### config.mk
export PLATFORM = sky130hd
export DESIGN_NAME = unit_a_seq
export DESIGN_NICKNAME = d
export VERILOG_FILES = /design/src/rtl/unit_a_seq_pkg.sv /design/src/rtl/unit_a_seq_unit_a.sv /design/src/rtl/unit_a_seq.sv
export SDC_FILE = /design/constraint.sdc
export NUM_CORES = 1
export LEC_CHECK = 0
export ABC_AREA = 1
export CORE_UTILIZATION = 39
export CTS_CLUSTER_DIAMETER = 150
export DETAILED_ROUTE_END_ITERATION = 10
export PLACE_DENSITY = 0.64
export SLEW_MARGIN = 10
export SYNTH_ARGS = -nofsm -noshare
export SYNTH_HDL_FRONTEND = slang
export SYNTH_SLANG_ARGS = --single-unit
### constraint.sdc
create_clock -name clk -period 6.24 [get_ports clk]
set_input_delay 1.872 -clock clk [delete_from_list [all_inputs] [get_ports clk]]
set_output_delay 1.872 -clock clk [all_outputs]
set_load 0.05 [all_outputs]
### src/rtl/unit_a_seq_pkg.sv
// Shared definitions for unit_a_seq: function codes, flag bit positions, FSM states.
package unit_a_seq_pkg;

   localparam logic [1:0] OP_ADD = 2'b00;
   localparam logic [1:0] OP_SUB = 2'b01;
   localparam logic [1:0] OP_AND = 2'b10;
   localparam logic [1:0] OP_OR  = 2'b11;

   localparam int FLAG_N = 3;
   localparam int FLAG_Z = 2;
   localparam int FLAG_C = 1;
   localparam int FLAG_V = 0;

   typedef enum logic [1:0] {
      ST_IDLE = 2'd0,
      ST_EXEC = 2'd1,
      ST_HOLD = 2'd2
   } state_e;

   function automatic logic [3:0] make_flags(input logic [31:0] s, input logic c, input logic v);
      logic [3:0] f;
      f         = '0;
      f[FLAG_N] = s[31];
      f[FLAG_Z] = (s == '0);
      f[FLAG_C] = c;
      f[FLAG_V] = v;
      return f;
   endfunction

endpackage

### src/rtl/unit_a_seq_unit_a.sv
// Combinational ALU core. For SUB, c_out is the carry of a + ~b + 1 (1 = no borrow);
// O is two's-complement overflow for ADD/SUB, and is 0 for the logic ops.
module unit_A
   import unit_a_seq_pkg::*;
(
   input  logic [31:0] a,
   input  logic [31:0] b,
   input  logic [1:0]  f,
   output logic [31:0] s,
   output logic        c_out,
   output logic        O
);

   logic [32:0] sum;

   always_comb begin
      sum   = '0;
      s     = '0;
      c_out = 1'b0;
      O     = 1'b0;
      case (f)
         OP_ADD: begin
            sum   = {1'b0, a} + {1'b0, b};
            s     = sum[31:0];
            c_out = sum[32];
            O     = (a[31] == b[31]) && (s[31] != a[31]);
         end
         OP_SUB: begin
            sum   = {1'b0, a} + {1'b0, ~b} + 33'd1;
            s     = sum[31:0];
            c_out = sum[32];
            O     = (a[31] != b[31]) && (s[31] != a[31]);
         end
         OP_AND:  s = a & b;
         default: s = a | b;
      endcase
   end

endmodule

### src/rtl/unit_a_seq.sv
// Sequencer around unit_A: accept one request, let unit_A settle EXEC_CYCLES cycles,
// capture result + flags, and hold the response until the consumer takes it.
module unit_a_seq
   import unit_a_seq_pkg::*;
#(
   parameter int EXEC_CYCLES = 2
) (
   input  logic        clk,
   input  logic        rst_n,
   input  logic        req_valid,
   output logic        req_ready,
   input  logic [31:0] req_a,
   input  logic [31:0] req_b,
   input  logic [1:0]  req_op,
   output logic        rsp_valid,
   input  logic        rsp_ready,
   output logic [31:0] rsp_s,
   output logic [3:0]  rsp_flags,
   output logic        sticky_v,
   input  logic        clr_sticky,
   output logic [15:0] op_count
);

   localparam logic [3:0] CNT_INIT = 4'(EXEC_CYCLES - 1);

   state_e      state_q, state_d;
   logic [31:0] a_q, a_d, b_q, b_d, s_q, s_d;
   logic [1:0]  op_q, op_d;
   logic [3:0]  cnt_q, cnt_d, flags_q, flags_d;
   logic        sticky_q, sticky_d, capture;
   logic [15:0] op_count_q, op_count_d;

   logic [31:0] alu_s;
   logic        alu_c, alu_o;

   unit_A u_alu (
      .a     (a_q),
      .b     (b_q),
      .f     (op_q),
      .s     (alu_s),
      .c_out (alu_c),
      .O     (alu_o)
   );

   always_comb begin
      state_d    = state_q;
      a_d        = a_q;
      b_d        = b_q;
      op_d       = op_q;
      cnt_d      = cnt_q;
      s_d        = s_q;
      flags_d    = flags_q;
      op_count_d = op_count_q;
      capture    = 1'b0;
      req_ready  = 1'b0;
      rsp_valid  = 1'b0;
      case (state_q)
         ST_IDLE: begin
            req_ready = 1'b1;
            if (req_valid) begin
               state_d = ST_EXEC;
               a_d     = req_a;
               b_d     = req_b;
               op_d    = req_op;
               cnt_d   = CNT_INIT;
            end
         end
         ST_EXEC: begin
            if (cnt_q == 4'd0) begin
               capture = 1'b1;
               s_d     = alu_s;
               flags_d = make_flags(alu_s, alu_c, alu_o);
               state_d = ST_HOLD;
            end else begin
               cnt_d = cnt_q - 4'd1;
            end
         end
         ST_HOLD: begin
            rsp_valid = 1'b1;
            if (rsp_ready) begin
               state_d    = ST_IDLE;
               op_count_d = op_count_q + 16'd1;
            end
         end
         default: state_d = ST_IDLE;
      endcase
      // A V=1 capture overrides a coincident clear.
      sticky_d = (sticky_q & ~clr_sticky) | (capture & alu_o);
   end

   always_ff @(posedge clk or negedge rst_n) begin
      if (!rst_n) begin
         state_q    <= ST_IDLE;
         a_q        <= '0;
         b_q        <= '0;
         op_q       <= '0;
         cnt_q      <= '0;
         s_q        <= '0;
         flags_q    <= '0;
         sticky_q   <= 1'b0;
         op_count_q <= '0;
      end else begin
         state_q    <= state_d;
         a_q        <= a_d;
         b_q        <= b_d;
         op_q       <= op_d;
         cnt_q      <= cnt_d;
         s_q        <= s_d;
         flags_q    <= flags_d;
         sticky_q   <= sticky_d;
         op_count_q <= op_count_d;
      end
   end

   assign rsp_s     = s_q;
   assign rsp_flags = flags_q;
   assign sticky_v  = sticky_q;
   assign op_count  = op_count_q;

endmodule

==> impl_results.md <==
* Status: finished, final reports clean
* Post-cts sizing count at 0
* Post-layout util at a little under half
* Layout cells sized above 1 at 5.11%
* Worst-path clk slew at 60 ps
* Die area at ~0.029 mm2
* Clock Skews at ~11 ps
* F_max at between 200 and 300 MHz
* Die H at 169 um
* Post-synth top area share at ~29%
* Post-synth top area cell: dfrtp_1
* Drc violations at 0
* Worst r2r dst: rsp_flags[2]$_DFFE_PN0P_
* Post-synthesis net count at 1871
* Core area at 0.0272 mm2
* Num ports at about 130
* Largest delay share family, worst path: buffers and inverters
* IO Port Bufs at ~130
* Remaining global-route overflow at 0
* Initial DRC Count at between 900 and 1000
* Hold crit path type: flop to flop
* Post-synth cell types at 43
* Crit. End Element: output port
* Antenna diodes at 0
* First-pass GRT wire length at roughly 58 mm
* Final Hold Viols at 0
* Fin. max-slew vios at 0
* Slowest-stage cell, CP: clkdlybuf4s50_1
* HPWL after DPL at ~29 mm
* Yosys warning count at 0
* Final period util at between 50 and 60%
* Vias in the first global route at roughly 11000
* Drt pass-1 iters at 5
* GRT Total Usage at about a quarter
* Syn Std Cell Area at 0.0109 mm2
* Seq/Total Area, Yosys at 28.5%
* Max Cap Violations at 0
* HP Start: rsp_s[21]$_DFFE_PN0P_
* Relative slew slack at around 23%
* Htree depth at 4
* CTS tree: done
* # fillers at 2855
* Initial antenna violation count at 0
* CP Data Arrival Time at 1820 ps
* Rows at 60
* Area grow syn2layout at 19.0%
* Hold Path Depth at 2
* Top post-synthesis cells by area: dfrtp_1 29%, nand2_1 19%, ha_1 11%
* Cts-stage hold buffer count at 0
* Drt via density at 5.08
* CP max stage delay at just over 800 ps
* Setup TNS at 0 ps
* Worst-Skew Late Latency at roughly 430 ps
* Clock sink count at ~120
* Setup Fix Bufs, Post-CTS at 0
* WHS Endpoint: rsp_s[21]$_DFFE_PN0P_
* Min Tclk post-route at 3690 ps
* DR WL/cell at 16.9 um
* WP data required at 4370 ps
* RSZ-0062 raised after global routing: no
* RR Startpoint: op_q[1]$_DFFE_PN0P_
* Reg2reg setup slack at between 2000 and 3000 ps
* GP Congestion at 0.931
* Critical setup path kind: flop to output port
* Worst path bufs/invs at 1
* Die Wd at ~170 um
* Cell count after synthesis at around 1700
* Post-synthesis register bit count at around 120
* Average size of a mapped cell at between 6 and 7 um2
* Max clock buf depth at 2
* TritonCTS Buffers at 17
* Largest net degree at the start of global routing at 73
* Clk root buf: clkbuf_16
* Worst-Margin Slew at 1150 ps
* Final setup fails at 0
* DRT Wirelength at 36.7 mm
* Vias at around 11000
* Reg2reg path depth at 12
* Crit-path cells: nor2_1, clkdlybuf4s50_1
* Kind of start point of the critical path: flop
* CP max FO at 4
* ANT nets after route at 0
* NumNets Final at approximately 2000
* Initial core utilization at 40.1%
## cells by family (layout without fill, tap and decap cells)
kind of cell / after synthesis / count (layout) / synth area share [%]
simple gates: 932 / 932 / 36.2
buf+inv: 321 / 425 / 12.1
compound gates: 203 / 203 / 9.99
flops: 124 / 124 / 28.5
fa+ha+maj: 102 / 102 / 11.9
xor+xnor: 16 / 16 / 1.29
## metrics by stage
| step | hold WS, ps | cells | setup WS, ps | area, um2 |
|---|---|---|---|---|
| final | 480 | 2174 | 2550 | 13000 |
| after global placement | 463 | 2142 | 2350 | 12300 |
| after floorplan | 492 | 1698 | 3100 | 10900 |
| after CTS | 485 | 2174 | 2550 | 13000 |
| after detailed placement | 467 | 2142 | 2290 | 12300 |
| after global routing | 505 | 2174 | 2460 | 13000 |
## worst max-delay path by stage
stage / startpoint / depth (start not counted) / end
after floorplan: rsp_ready / 8 / op_count[13]$_DFFE_PN0P_
after global placement: req_valid / 6 / a_q[23]$_DFFE_PN0P_
after detailed placement: req_valid / 6 / a_q[22]$_DFFE_PN0P_
after CTS: state_q[0]$_DFFE_PN0P_ / 2 / req_ready
after global routing: req_valid / 6 / b_q[29]$_DFFE_PN0P_
final: state_q[0]$_DFFE_PN0P_ / 2 / req_ready
## synth_stat cells
cell         n
buf_2        9
a21oi_1     49
o22a_1       1
o2111ai_1    2
fa_1         2
xor2_1       8
nor3_1      14
buf_1        2
and3_1       1
nand2_2     14
xnor2_1      8
o21ai_0    128
clkinv_1     3
inv_4        1
nor3_2       4
nand3_2      1
and2_1       3
or2_1        1
nor4_1       2
clkbuf_1    25
dfrtp_1    124
nand2_1    546
o21bai_1    11
buf_4       12
or2_2        8
a21oi_2      6
nand4_1     23
nor2_4       2
buf_6        7
o22ai_1      2
nor2_1     131
nand3b_1     5
and2_2       1
inv_2        8
ha_1       100
nor2_2       8
o21ai_1      1
inv_1      252
o211ai_1     1
clkbuf_2     2
o31ai_1      1
o21a_1       1
nand3_1    168
## final cells by class
type / instances / area, um2 / share of cell area (%)
multi-input combinational: 1253 / 6480 / 50.0
clock buffer: 18 / 429 / 3.31
inverter: 264 / 995 / 7.68
tap: 372 / 465 / 3.59
clock inverter: 14 / 205 / 1.58
sequential: 124 / 3100 / 24.0
timing repair buffer: 129 / 1280 / 9.87
## worst reg2reg max path: stages (launching register included)
cell and delay (ps):
dfrtp_1 1100, nand2_1 700, clkinv_1 640, nand2_1 110
nand2_1 120, nand4_1 90, nor2_1 100, nand2_1 80
nor2_1 90, nand3_1 150, nor2_1 120, nand3_1 80
nand2_1 60
## cells in the final DEF (no fill, tap or decap), types with 8 or more instances in the layout
master	n
a21oi_1	49
clkbuf_16	17
clkdlybuf4s50_1	124
dfrtp_1	124
ha_1	100
inv_1	251
inv_2	8
nand2_1	546
nand2_2	14
nand3_1	168
nand4_1	23
nor2_1	129
nor2_2	8
nor3_1	14
o21ai_0	128
o21bai_1	11
or2_2	8
xnor2_1	8
xor2_1	8
## metal layers
metal  up-vias  GRT usage, %  wire, um
met3        29          4.40      2740
met5         -             0         0
li1       5499             -         -
met1      5143          39.3     18000
met2       383          39.3     15500
met4         0          6.70       505
## state kept, by name, indices dropped and copies added, names as in the netlist
name       cells
b_q           32
state_q        2
rsp_flags      3
rsp_s         32
a_q           32
op_count      16
op_q           2
sticky_v       1
cnt_q          4
Power is left out: the tool's default activity adds up to more than one toggle a clock period on the data nets, which glitch-free logic cannot reach.
